==> src/rtl/uart_rx_fifo.sv <==
// UART receiver with 3-sample majority voting, optional parity, per-entry
// error flags and a first-word-fall-through receive FIFO.
module uart_rx_fifo #(
  parameter int DATA_W      = 8,
  parameter int FIFO_DEPTH  = 16,
  parameter int SYNC_STAGES = 2
) (
  input  logic                          wb_clk_i,
  input  logic                          wb_rst_n,
  input  logic                          rx_i,
  input  logic                          cfg_en,
  input  logic [15:0]                   cfg_clks_per_bit,
  input  logic                          cfg_parity_en,
  input  logic                          cfg_parity_odd,
  input  logic                          rd_en_i,
  output logic                          rd_valid_o,
  output logic [DATA_W+1:0]             rd_data_o,
  output logic [$clog2(FIFO_DEPTH):0]   fifo_level_o,
  output logic                          overrun_o,
  input  logic                          overrun_clr_i,
  output logic                          busy_o
);

  localparam int AW = $clog2(FIFO_DEPTH);
  localparam int LW = AW + 1;
  localparam int EW = DATA_W + 2;
  localparam logic [3:0] LAST_BIT = 4'(DATA_W - 1);

  typedef enum logic [2:0] {IDLE, START, DATA, PARITY, STOP} state_t;

  state_t                  state_q, state_d;
  logic [SYNC_STAGES-1:0]  sync_q;
  logic                    rx_s;
  logic [15:0]             cpb_q, half, timer_q;
  logic                    par_en_q, par_odd_q;
  logic                    s_early_q, s_mid_q, maj;
  logic                    vote_done, wrap;
  logic [3:0]              bit_cnt_q;
  logic [DATA_W-1:0]       shreg_q;
  logic                    par_err_q, exp_par, wait_high_q;
  logic                    push;
  logic [EW-1:0]           push_data;

  logic [EW-1:0]           mem [FIFO_DEPTH];
  logic [AW-1:0]           wr_ptr_q, rd_ptr_q;
  logic [LW-1:0]           level_q;
  logic                    pop, full, wr_ok;

  assign rx_s      = sync_q[SYNC_STAGES-1];
  assign half      = cpb_q >> 1;
  assign vote_done = (timer_q == half + 16'd1);
  assign wrap      = (timer_q == cpb_q - 16'd1);
  assign maj       = (s_early_q & s_mid_q) | (s_early_q & rx_s) | (s_mid_q & rx_s);
  assign exp_par   = par_odd_q ? ~(^shreg_q) : ^shreg_q;

  // Input synchroniser; resets to the idle (high) line level.
  always_ff @(posedge wb_clk_i or negedge wb_rst_n) begin
    if (!wb_rst_n) sync_q <= '1;
    else           sync_q <= {sync_q[SYNC_STAGES-2:0], rx_i};
  end

  // FSM state register.
  always_ff @(posedge wb_clk_i or negedge wb_rst_n) begin
    if (!wb_rst_n) state_q <= IDLE;
    else           state_q <= state_d;
  end

  // FSM next-state logic; disabling the receiver aborts any frame.
  always_comb begin
    state_d = state_q;
    if (!cfg_en) begin
      state_d = IDLE;
    end else begin
      unique case (state_q)
        IDLE:    if (!rx_s && !wait_high_q) state_d = START;
        START:   if (vote_done && maj) state_d = IDLE;
                 else if (wrap)        state_d = DATA;
        DATA:    if (wrap && bit_cnt_q == LAST_BIT)
                   state_d = par_en_q ? PARITY : STOP;
        PARITY:  if (wrap) state_d = STOP;
        STOP:    if (vote_done) state_d = IDLE;
        default: state_d = IDLE;
      endcase
    end
  end

  // FSM outputs: busy flag and the push strobe at the stop-bit vote.
  always_comb begin
    busy_o    = (state_q != IDLE);
    push      = cfg_en && (state_q == STOP) && vote_done;
    push_data = {par_err_q, ~maj, shreg_q};
  end

  // Receive datapath: config latch, bit timer, sampling, shift and flags.
  always_ff @(posedge wb_clk_i or negedge wb_rst_n) begin
    if (!wb_rst_n) begin
      cpb_q       <= 16'd4;
      par_en_q    <= 1'b0;
      par_odd_q   <= 1'b0;
      timer_q     <= '0;
      s_early_q   <= 1'b1;
      s_mid_q     <= 1'b1;
      bit_cnt_q   <= '0;
      shreg_q     <= '0;
      par_err_q   <= 1'b0;
      wait_high_q <= 1'b0;
    end else begin
      if (state_q == IDLE) begin
        cpb_q     <= (cfg_clks_per_bit < 16'd4) ? 16'd4 : cfg_clks_per_bit;
        par_en_q  <= cfg_parity_en;
        par_odd_q <= cfg_parity_odd;
        bit_cnt_q <= '0;
        par_err_q <= 1'b0;
      end
      if (state_q == IDLE || state_d == IDLE || wrap) timer_q <= '0;
      else                                            timer_q <= timer_q + 16'd1;
      if (timer_q == half - 16'd1) s_early_q <= rx_s;
      if (timer_q == half)         s_mid_q   <= rx_s;
      if (state_q == DATA) begin
        if (vote_done) shreg_q   <= {maj, shreg_q[DATA_W-1:1]};
        if (wrap)      bit_cnt_q <= bit_cnt_q + 4'd1;
      end
      if (state_q == PARITY && vote_done) par_err_q <= maj ^ exp_par;
      // After a framing error the line may still be low (break); re-arm only once it is high.
      if (push && !maj) wait_high_q <= 1'b1;
      else if (rx_s)    wait_high_q <= 1'b0;
    end
  end

  assign pop   = rd_en_i && (level_q != '0);
  assign full  = (level_q == LW'(FIFO_DEPTH));
  assign wr_ok = push && (!full || pop);

  // FIFO storage.
  always_ff @(posedge wb_clk_i) begin
    if (wr_ok) mem[wr_ptr_q] <= push_data;
  end

  // FIFO pointers, level counter and sticky overrun flag.
  always_ff @(posedge wb_clk_i or negedge wb_rst_n) begin
    if (!wb_rst_n) begin
      wr_ptr_q  <= '0;
      rd_ptr_q  <= '0;
      level_q   <= '0;
      overrun_o <= 1'b0;
    end else begin
      if (wr_ok) wr_ptr_q <= wr_ptr_q + AW'(1);
      if (pop)   rd_ptr_q <= rd_ptr_q + AW'(1);
      unique case ({wr_ok, pop})
        2'b10:   level_q <= level_q + LW'(1);
        2'b01:   level_q <= level_q - LW'(1);
        default: level_q <= level_q;
      endcase
      if (push && full && !pop) overrun_o <= 1'b1;
      else if (overrun_clr_i)   overrun_o <= 1'b0;
    end
  end

  assign rd_valid_o   = (level_q != '0);
  assign rd_data_o    = rd_valid_o ? mem[rd_ptr_q] : '0;
  assign fifo_level_o = level_q;

endmodule

==> config.mk <==
export PLATFORM = sky130hd
export DESIGN_NAME = uart_rx_fifo
export DESIGN_NICKNAME = d
export VERILOG_FILES = /design/src/rtl/uart_rx_fifo.sv
export SDC_FILE = /design/constraint.sdc
export NUM_CORES = 1
export LEC_CHECK = 0
export BUFFER_PORTS_ARGS = -buffer_cell sky130_fd_sc_hd__buf_2
export CAP_MARGIN = 15
export CORE_UTILIZATION = 67
export DETAILED_ROUTE_END_ITERATION = 8
export PLACE_DENSITY = 0.91
export SETUP_SLACK_MARGIN = 0.02
export SYNTH_ARGS = -nofsm -noshare
export SYNTH_HDL_FRONTEND = slang
export SYNTH_SLANG_ARGS = --single-unit
==> constraint.sdc <==
create_clock -name wb_clk_i -period 7.6 [get_ports wb_clk_i]
set_input_delay 0.76 -clock wb_clk_i [delete_from_list [all_inputs] [get_ports wb_clk_i]]
set_output_delay 0.76 -clock wb_clk_i [all_outputs]
set_load 0.03 [all_outputs]
; ---- Word level (Yosys, flattened, before mapping)
; Memory sizes are Yosys's and may differ from the RTL's.
; Cells that the tools add are included.
; Widths: inputs -> output; s select.
[word_totals]
ff_bits = 69
ram_bits = 160
input_bits = 24
output_inout_bits = 18
elab_cells = 101
memories = 1
[op_classes]
addsub = 9
magnitude_cmp = 1
eq_ne = 12
n_mux = 25
n_bitwise = 8
reduce_logical = 29
[memory_table]
columns = memory, words, width, read_ports, rd_ports_with_merged_regs, wr, line
row1 = mem, 16, 10, 1, 0, 1, 44  ; logic [EW-1:0] mem [FIFO_DEPTH];
[op_table]
columns = cell, count
row1 = $eq 16x16->1, 3
row2 = $mux 16, 2
row3 = $mux 3, 8
row4 = $add 15x1->16 const B, 1
row5 = $add 16x1->16 const B, 1
row6 = $eq 16x15->1, 1
row7 = $lt 16x3->1 const B, 1
row8 = $sub 15x1->16 const B, 1
row9 = $sub 16x1->16 const B, 1
row10 = $pmux 3 s5, 1
row11 = $add 4x1->4 const B, 3
row12 = $mux 4, 3
row13 = $logic_and 1x1->1, 11
row14 = $mux 10, 1
row15 = $pmux 5 s2, 1
row16 = $mux 1, 9
row17 = $reduce_bool 2->1, 4
row18 = $reduce_xor 8->1, 1
row19 = $eq 3x2->1 const B, 2
row20 = $logic_not 3->1, 2
row21 = $add 5x1->5 const B, 1
row22 = $eq 5x5->1 const B, 1
row23 = $logic_not 1->1, 5
row24 = $reduce_bool 5->1, 1
row25 = 13 further kinds, 19

; ---- Depth between registers and ports, before layout
[depth]
word_depth = 11
mapped_depth = 17
depth_no_buf = 16

; ---- Least setup slack after synthesis
; Ideal clock, no wire load.
[synth_path]
path_kind = flip-flop to flip-flop
startpoint = register cpb_q[2]
endpoint = memory mem[3][0] in the netlist's numbering (enable)
setup_ns = 0.390
arrival_ns = 3.363
t_required_ns = 7.210
path_slack_ns = 3.847
path_stages_with_launch = 12
path_buffers = 2
period_less_slack_ns = 3.753
path_cell_list = dfstp_2 -> buf_2 -> inv_1 -> ha_1 -> xnor2_1 -> nand2_1 -> or4_1 -> nor4_1 -> and4_1 -> clkbuf_1 -> nand2_1 -> nor3_1
[synth_via]
elab_chain_cells = 6
[synth_rtl]
columns = element, line
row1 = from (decl), 34  ; logic [15:0] cpb_q, half, timer_q;
row2 = from (signal assigned), 109  ; cpb_q <= (cfg_clks_per_bit < 16'd4) ? 16'd4 : cfg_clks_per_bit;
row3 = $add 15x1->16, 51  ; assign vote_done = (timer_q == half + 16'd1);
row4 = $eq 16x16->1, 51
row5 = $logic_and 1x1->1, 90  ; push = cfg_en && (state_q == STOP) && vote_done;
row6 = $logic_and 1x1->1, 132  ; assign wr_ok = push && (!full || pop);
row7 = $mux 1, 136  ; if (wr_ok) mem[wr_ptr_q] <= push_data;
row8 = $mux 1 (implied by the code), 136
row9 = to (decl), 44
; No other way between the ends.

; ---- Worst setup path after layout
[layout_path]
startpoint = register cpb_q[3]
endpoint = register level_q[4], in the netlist fifo_level_o[4]
[layout_via]
elab_chain_cells = 6
elab_cells_between_ends = 8
classes_between = 1 x add/sub / 3 x eq/ne / 1 x mux / 3 x reduce/logical
[layout_rtl]
columns = element, line
row1 = $add 15x1->16 (*), 51
row2 = $eq 16x16->1 (*), 51
row3 = $logic_and 1x1->1 (*), 90
row4 = $logic_and 1x1->1 (*), 132
row5 = $eq 2x1->1 / $eq 2x2->1 (equally long branches), 149  ; unique case ({wr_ok, pop})
row6 = $pmux 5 s2 / $reduce_bool 2->1 (equally long branches), -
row7 = to (signal assigned), 150  ; 2'b10: level_q <= level_q + LW'(1);
row8 = to (signal assigned), 151  ; 2'b01: level_q <= level_q - LW'(1);
row9 = to (signal assigned), 152  ; default: level_q <= level_q;
row10 = to (decl), 46  ; logic [LW-1:0] level_q;
; Every way passes the cells marked *; elsewhere a longest branch is shown, timed or not.
; A chain may end at the register's enable or synchronous reset.

==> reports/qor.yml <==
synth.largest_area_cell: "edfxtp_1"
synth_most_common_cell: "edfxtp_1"
rsz0062_at_grt: "no"
critPathMostFrequentCell: "and4_1"
die_h_um: 131
crit_path_top_delay_cell: "dfrtp_1"
clockRootBuffer: "clkbuf_16"
crit_fanout: 18
end_kind: "flop"
vias: 7490
synth-main-ff-cell: "edfxtp_1"
ys_types: 70
drt_wl_total_um: 29800
firstDrtPassIters: 6
outcome: "finished, final reports clean"
path_class: "flop to flop"
vias_per_cell: 6.97
antenna_left: 0
min_path_cells: 1
drive_gt1_frac: 0.197
vdd_drop_max_uv: 189
syn_area_mm2: 0.0112
ys_ff_latch: 229
post_drt_wl_per_cell_um: 27.8
area_growth_pct: 9.69
grt_pass1_vias: 7412
antenna_cells: 0
synthTopCellsByArea: "edfxtp_1 (43%), dfrtp_1 (14%), mux4_2 (10%)"
clock_sinks: 229
final_cells: 1075
crit_arrival_ns: 4.97
rr_worst_depth: 12
critPathLaunchType: "flop"
period_share: 0.605
overflow: 0
n_fill_cell: 919
yosysTopAreaCellShare: 0.431
p_per_area_mw_per_mm2: 268
postSynthAreaPerCell_um2: 13.6
setup_violations: 0
ctsHtreeMaxLevel: 1
grt_pass1_wl_um: 45200
layout.nets: 880
cts_buffers: 24
critPathMaxStageDelay_ns: 0.70
yosysWarnings: 0
io_pins: 42
skew_ns: 0.0257
grt_usage: 0.370
drtIter0Drc: 1017
hp-class: "input port to flop"
syn-instance-count: 821
ys_seq_area_frac: 0.586
gp_congestion: 0.876
dp_hpwl_um: 18800
min_period_ns: 4.60
hold_buffers: 0
synth_fp_nets: 859
cap_violations: 0
clkLatencyLatePin_ns: 0.52
cts_resized: 0
remaining_drc_errors: 0
grt_antenna_before_repair: 1
row_count: 46
fp.dieW_um: 131
dp.cells: 1032
worst_pin_slew_ns: 1.12
synthTopCellsByCount: "edfxtp_1 (160), nand2_1 (80), dfrtp_1 (64), xnor2_1 (54), mux4_2 (50)"
clockBufferDepth: 3
grt_max_degree: 70
cts_setup_buffers: 0
core_area_mm2: 0.0161
path_cells: "and4_1 > a41oi_1 > or4_1 > nor4_1 > and4_1 > nor2b_1 > ha_1 > a21o_1 > a21oi_1 > nor3_1 > and4_1 > a221oi_1"
portBuffers: 41
cts_tree: "built"
finalSetupTns_ns: 0
worstPathRequired_ns: 7.97
async_flop_share: 0.301
clk_pin_slew_ns: 0.06
max_slew_margin: 0.249
drv_slew: 0
die_area_mm2: 0.0172
p_leak_nw: 4.73
synth_edf_count: 160
initial_core_util: 0.694
hold_viol: 0
max_freq_mhz: 217
layer usage:
metal | share of wire | global-route usage | wire [um]
met5 | 0.00044 | 0 | 13
met4 | 0.055 | 0.188 | 1640
met3 | 0.091 | 0.0615 | 2720
met2 | 0.48 | 0.605 | 14400
met1 | 0.37 | 0.483 | 11000
final cells by class:
type                       instances  area [um2]  area share
clock inverter                    14         164      0.0134
sequential                       229        6540       0.535
timing repair buffer              49         265      0.0217
inverter                          21        78.8     0.00644
clock buffer                      29         619      0.0506
tap                              216         270      0.0221
multi-input combinational        517        4300       0.351
worst max-delay path: cells and delay by family (launching register included):
kind                     cells  cell delay, ns
AND/OR/NAND/NOR              7            2.36
AO/OA/AOI/OAI                4            1.00
flip-flops                   1            0.70
adder cells (fa/ha/maj)      1            0.38
path summary, 6_finish.rpt:
path	startpoint	end	slack, ns
max	cpb_q[3]	fifo_level_o[4]	3.00
min	rx_i	sync_q[0]	0.34
max reg2reg	cpb_q[3]	fifo_level_o[4]	3.00
min reg2reg	sync_q[0]	sync_q[1]	0.35
max in group asynchronous	wb_rst_n	rd_ptr_q[0]	6.50
min in group asynchronous	wb_rst_n	cpb_q[12]	0.45
cell usage in the layout (no fill, tap or decap), types with 5 or more instances in the layout:
cell type / count
clkbuf_1: 5
o21ai_0: 17
nor2_1: 33
clkbuf_16: 24
nand3b_1: 5
nor4_1: 12
edfxtp_1: 160
nand2_1: 80
xnor2_1: 54
and4_1: 10
buf_4: 8
nand3_1: 18
ha_1: 13
nand4_1: 16
a31oi_1: 6
a21o_1: 5
xor2_1: 24
dfrtp_1: 63
nor2b_1: 12
buf_2: 41
and2_1: 14
mux2i_1: 10
mux2_2: 13
nor3b_1: 5
dfstp_2: 5
nor3_1: 20
inv_1: 21
a21oi_1: 9
and3_1: 11
nand2b_1: 6
a211oi_1: 15
mux4_2: 50
power by group:
part | total (mW) | switching (mW) | internal, mW
Combinational | 0.645 | 0.365 | 0.280
Sequential | 1.46 | 0.0956 | 1.36
Clock | 1.18 | 0.491 | 0.688
Total | 3.28 | 0.951 | 2.33
per-stage QoR:
stage	utilization	setup slack (ns)	instance area [um2]	power, mW	hold WS [ns]
final	0.762	3.00	12200	3.28	0.337
after global routing	0.762	2.92	12200	3.37	0.332
after CTS	0.762	3.20	12200	3.27	0.329
after detailed placement	0.713	3.33	11400	2.09	0.350
after global placement	0.713	3.75	11400	2.06	0.347
after floorplan	-	3.85	11200	1.95	0.345
sequential cells by signal, indices dropped and copies added (netlist names):
name	cells
sync_q	2
rd_ptr_q	4
par_odd_q	1
state_q	3
mem	160
bit_cnt_q	4
s_mid_q	1
timer_q	16
wait_high_q	1
overrun_o	1
shreg_q	8
cpb_q	16
par_err_q	1
fifo_level_o	5
par_en_q	1
wr_ptr_q	4
s_early_q	1
logic make-up (layout without fill, tap and decap cells):
family                     after synthesis  in the layout  share of synthesized area
DFF                                    229            229                      0.586
and+or+nand+nor                        261            261                      0.125
muxes                                   73             73                      0.123
adders and majority gates               14             14                     0.0164
buffers and inverters                   75            113                     0.0289
AOI/OAI and AO/OA                       91             91                     0.0592
xor gates and xnor gates                78             78                     0.0613
Power figures use the tool's default switching activity.
